`config.mk`:
```
export PLATFORM = sky130hd
export DESIGN_NAME = invader_march_ctrl
export DESIGN_NICKNAME = d
export VERILOG_FILES = /design/src/rtl/invader_march_ctrl.sv
export SDC_FILE = /design/constraint.sdc
export NUM_CORES = 1
export LEC_CHECK = 0
export BUFFER_PORTS_ARGS = -buffer_cell sky130_fd_sc_hd__buf_2
export CORE_MARGIN = 8
export CORE_UTILIZATION = 36
export CTS_BUF_LIST = sky130_fd_sc_hd__clkbuf_16
export DETAILED_ROUTE_END_ITERATION = 7
export PLACE_DENSITY_LB_ADDON = 0.1
export SYNTH_ARGS = -nofsm -noshare
export SYNTH_HDL_FRONTEND = slang
export SYNTH_SLANG_ARGS = --single-unit
export TNS_END_PERCENT = 50
```
`constraint.sdc`:
```
create_clock -name clk -period 2.1 [get_ports clk]
set_input_delay 0.42 -clock clk [delete_from_list [all_inputs] [get_ports clk]]
set_output_delay 0.42 -clock clk [all_outputs]
set_load 0.005 [all_outputs]
```
`src/rtl/invader_march_ctrl.sv`:
```
// Alien formation march controller: paces steps off the upstream tick counter and moves the formation in a serpentine path until it lands.
// Optional macro MARCH_SPEEDUP_EN shortens the step period by one tick per completed drop.
module invader_march_ctrl #(
    parameter int X_W       = 6,
    parameter int Y_W       = 5,
    parameter int X_MAX     = 40,
    parameter int Y_MAX     = 20,
    parameter int STEP_X    = 1,
    parameter int DROP_ROWS = 1
) (
    input  logic           clk,
    input  logic           rst,
    input  logic           enable,
    input  logic           start,
    input  logic [4:0]     period,
    input  logic [4:0]     currCount,
    output logic           counterClr,
    output logic           stepPulse,
    output logic [X_W-1:0] xOffset,
    output logic [Y_W-1:0] yOffset,
    output logic           dirLeft,
    output logic           landed
);

    typedef enum logic [1:0] {
        S_IDLE,
        S_MARCH,
        S_DROP,
        S_LANDED
    } state_t;

    localparam logic [X_W:0]   X_LIMIT = (X_W+1)'(X_MAX);
    localparam logic [X_W:0]   X_STEP  = (X_W+1)'(STEP_X);
    localparam logic [Y_W:0]   Y_LIMIT = (Y_W+1)'(Y_MAX);
    localparam logic [Y_W:0]   Y_STEP  = (Y_W+1)'(DROP_ROWS);
    localparam logic [Y_W-1:0] Y_SAT   = Y_W'(Y_MAX);

    state_t       state;
    logic         holdoff;
    logic [4:0]   eff_period;
    logic         step_event;
    logic [X_W:0] x_wide;
    logic [X_W:0] x_right;
    logic         right_ok;
    logic         left_ok;
    logic [Y_W:0] y_sum;
    logic [Y_W-1:0] y_next;
    logic         y_done;

`ifdef MARCH_SPEEDUP_EN
    logic [4:0] dropCount;

    // Each completed drop shaves one tick off the period, never below one tick.
    always_comb begin
        eff_period = 5'd1;
        if (period > dropCount && (period - dropCount) > 5'd1)
            eff_period = period - dropCount;
    end
`else
    always_comb begin
        eff_period = (period == 5'd0) ? 5'd1 : period;
    end
`endif

    // Holdoff masks the compare for the cycle after a step, while the counter clear is still in flight.
    assign step_event = enable && !holdoff
                     && (state == S_MARCH || state == S_DROP)
                     && (currCount >= eff_period);

    // One extra bit keeps the edge compare honest when x sits near the top of its range.
    assign x_wide   = {1'b0, xOffset};
    assign x_right  = x_wide + X_STEP;
    assign right_ok = (x_right <= X_LIMIT);
    assign left_ok  = (x_wide >= X_STEP);

    assign y_sum  = {1'b0, yOffset} + Y_STEP;
    assign y_done = (y_sum >= Y_LIMIT);
    assign y_next = y_done ? Y_SAT : y_sum[Y_W-1:0];

    // NOTE: every register here uses non-blocking assignment so all flops sample the same pre-edge values.
    always_ff @(posedge clk or negedge rst) begin
        if (!rst) begin
            state      <= S_IDLE;
            xOffset    <= '0;
            yOffset    <= '0;
            dirLeft    <= 1'b0;
            stepPulse  <= 1'b0;
            landed     <= 1'b0;
            counterClr <= 1'b1;
            holdoff    <= 1'b0;
`ifdef MARCH_SPEEDUP_EN
            dropCount  <= 5'd0;
`endif
        end else begin
            stepPulse <= 1'b0;
            holdoff   <= 1'b0;
            if (!enable) begin
                // Frozen: keep the counter parked only where it is always parked.
                counterClr <= (state == S_IDLE || state == S_LANDED);
            end else begin
                case (state)
                    S_IDLE: begin
                        counterClr <= 1'b1;
                        if (start) begin
                            state      <= S_MARCH;
                            counterClr <= 1'b0;
                        end
                    end
                    S_MARCH, S_DROP: begin
                        stepPulse  <= step_event;
                        counterClr <= step_event;
                        holdoff    <= step_event;
                        if (step_event) begin
                            if (state == S_MARCH) begin
                                if (!dirLeft && right_ok)
                                    xOffset <= x_right[X_W-1:0];
                                else if (dirLeft && left_ok)
                                    xOffset <= xOffset - X_STEP[X_W-1:0];
                                else
                                    state <= S_DROP;
                            end else begin
                                yOffset <= y_next;
                                dirLeft <= ~dirLeft;
`ifdef MARCH_SPEEDUP_EN
                                if (dropCount != 5'd31)
                                    dropCount <= dropCount + 5'd1;
`endif
                                if (y_done) begin
                                    state  <= S_LANDED;
                                    landed <= 1'b1;
                                end else begin
                                    state <= S_MARCH;
                                end
                            end
                        end
                    end
                    S_LANDED: begin
                        counterClr <= 1'b1;
                    end
                    default: begin
                        state <= S_IDLE;
                    end
                endcase
            end
        end
    end

endmodule

```
==> flow_summary.json <==
{
  "antenna_cells": 0,
  "async_flop_share": 1.00,
  "maxCapViolations": 0,
  "final_nets": 231,
  "fmax_ghz": 0.473,
  "fin_util": 0.510,
  "cts_max_level": 1,
  "violations": "negative setup slack",
  "cts_buffers": 3,
  "postSynthRegisterBits": 17,
  "route.detailed.wl_per_inst_um": 14.0,
  "crit_required_ns": 2.24,
  "min_path_type": "input port to async pin",
  "ir_worst_vdd_mv": 0.345,
  "area_growth_pct": 36.6,
  "via_count": 1296,
  "wirelength_um": 3480,
  "busiest_layer": "met2",
  "final_antenna_net_count": 0,
  "grt_setup_unrepaired": "yes",
  "overflow": 0,
  "portBuffers": 28,
  "vias_per_cell": 5.23,
  "finish.instance_area_um2": 1870,
  "grtUsageTotal": 0.117,
  "fillCellCount": 344,
  "synth_cell_types": 46,
  "grt_pass1_vias": 1276,
  "path_clk_slew_ns": 0.05,
  "grt_max_degree": 18,
  "cp_max_fo": 5,
  "ys_top_cells_by_area": "dfrtp_1 (29%), ha_1 (15%), inv_1 (4.1%), nand2_1 (3.6%), o21ai_0 (2.6%)",
  "fin_crit_ns": 2.11,
  "cp.arrival_ns": 2.25,
  "met3_usage": 0.0288,
  "crit_type": "flop to flop",
  "status": "finished with violations",
  "r2r-start": "state[1]$_DFFE_PN0P_",
  "final_cell_mix": "buf_2 (25), buf_4 (21), ha_1 (15), dfrtp_1 (15), nand2_1 (13)",
  "cts_tree": "done",
  "cts_root_buffer": "clkbuf_16",
  "firstDrtPassIters": 4,
  "clock_path_buffers": 2,
  "syn_inst": 153,
  "hold_buffers": 0,
  "ys_warn_count": 0,
  "clk_latency_ns": 0.25,
  "drc": 0,
  "rows": 22,
  "gp_routability_congestion": 0.805,
  "yosysSeqAreaShare": 0.312,
  "drt_iter0_drc": 44,
  "place_area_um2": 1710,
  "slew_headroom": 0.711,
  "io_pins": 29,
  "finalWorstSetupSlack_ns": -0.0133,
  "synth_enable_flop_cells": 0,
  "avgSynthCellArea_um2": 8.94,
  "start_util": 0.374,
  "yosysTopAreaCell": "dfrtp_1",
  "endpoint_kind": "flop",
  "grt_pass1_wl_um": 5940,
  "cts_setup_buffers": 0,
  "netlist_area_um2": 1370,
  "p_per_area_nw_per_um2": 415,
  "die_w_um": 77.6,
  "syn_nets": 183,
  "drive_gt1_frac": 0.390,
  "synth_flop_cell": "dfrtp_1",
  "fin_crit_sh": 1.01,
  "final_common_cell": "buf_2",
  "fin_hold_ws_ns": 0.0856,
  "slew_violations": 0,
  "dieArea_um2": 6030,
  "setup_viol": 1,
  "die_h_um": 77.6,
  "grt_use_met1": 0.137,
  "cts.sinks": 17,
  "worstSetupStartpoint": "state[1]$_DFFE_PN0P_",
  "hold_violations": 0,
  "cp-start-kind": "flop",
  "yosys.area.top_type_share": 0.293,
  "met2_usage": 0.201,
  "tightest_slew_ns": 0.429,
  "antenna_found_initial": 0,
  "hpwl_um": 2570,
  "skew_ns": 0.00249,
  "fp.coreArea_um2": 3660,
  "leakage_nw": 0.907
}
==> final cells by class <==
cell class	count	area, µm²	share of cell area
multi-input combinational	114	905	0.484
sequential	17	428	0.229
timing repair buffer	50	332	0.177
clock buffer	3	75.1	0.0402
inverter	15	63.8	0.0342
tap	48	60.1	0.0322
clock inverter	1	5.00	0.00268
==> flip-flops by register name (all words and copies together), names as in the netlist <==
name and flops:
xOffset 6, yOffset 5, state 2, counterClr 1
dirLeft 1, holdoff 1, landed 1
==> critical path: stages, from the launching register on <==
cell and delay (ns):
dfrtp_1 0.39, inv_2 0.09, ha_4 0.21, and2b_1 0.16, and2b_1 0.17, a41oi_2 0.21
buf_4 0.17, nor3_2 0.04, buf_4 0.14, nand4_1 0.09, mux2_2 0.33
==> routing by layer <==
metal | share of wire | wire length, µm
met1 | 0.45 | 1550
met2 | 0.50 | 1740
met3 | 0.045 | 158
met4 | 0.0089 | 31
met5 | 0 | 0
==> synthesized netlist by cell type (3+ instances only) <==
cell       n
nor2_1     9
nand4_1    3
nor3_1     4
a21oi_1    6
inv_1     15
dfrtp_1   16
xnor2_1    4
nand2_1   13
nand3_1    4
ha_1      16
o21ai_0    7
o21ai_1    5
nand2b_1   3
or3_1      3
a221oi_1   3
buf_2      5
a31oi_1    3
==> metrics by stage <==
stage / worst slack (ns) / setup TNS [ns] / cells / power, W
final: -0.0133 / -0.0133 / 248 / 0.000774
after global routing: -0.0993 / -0.535 / 248 / 0.000803
after CTS: -0.0250 / -0.0826 / 248 / 0.000776
after detailed placement: -0.340 / -3.51 / 244 / 0.000389
after global placement: -0.299 / -3.12 / 244 / 0.000387
after floorplan: -0.130 / -0.475 / 153 / 0.000356
==> cells by family after synthesis <==
| logic type | Yosys count | share of synthesized area |
|---|---|---|
| AOI/OAI and AO/OA | 41 | 0.233 |
| buffers and inverters | 22 | 0.0704 |
| muxes | 3 | 0.0229 |
| xor gates and xnor gates | 6 | 0.0384 |
| and+or+nand+nor | 48 | 0.177 |
| adders and majority gates | 16 | 0.146 |
| DFF | 17 | 0.312 |
==> power breakdown <==
group | leakage, nW | switching, W | internal, W
clock | 0.0409 | 0.000132 | 0.000255
sequential | 0.206 | 0.000000193 | 0.000330
combinational | 0.660 | 0.0000274 | 0.0000303
==> final timing paths <==
| check | endpoint | depth (start not counted) | slack, ns |
|---|---|---|---|
| worst max-delay path | yOffset[4]$_DFFE_PN0P_ | 10 | -0.01 |
| worst max register to register | yOffset[4]$_DFFE_PN0P_ | 10 | -0.01 |
| worst min register to register | landed$_DFFE_PN0P_ | 1 | 0.45 |
| max in group asynchronous | counterClr$_DFF_PN1_ | 1 | 1.69 |
| min in group clk | counterClr$_DFF_PN1_ | 2 | 0.34 |
| worst min-delay path | yOffset[4]$_DFFE_PN0P_ | 1 | 0.09 |
==> what timing repair did <==
action                     CTS  global route
setup endpoints to repair    6            11
cloned                       0             0
pin swaps                    1             4
gates resized for setup      5            13
(Power assumes the default switching activity.)
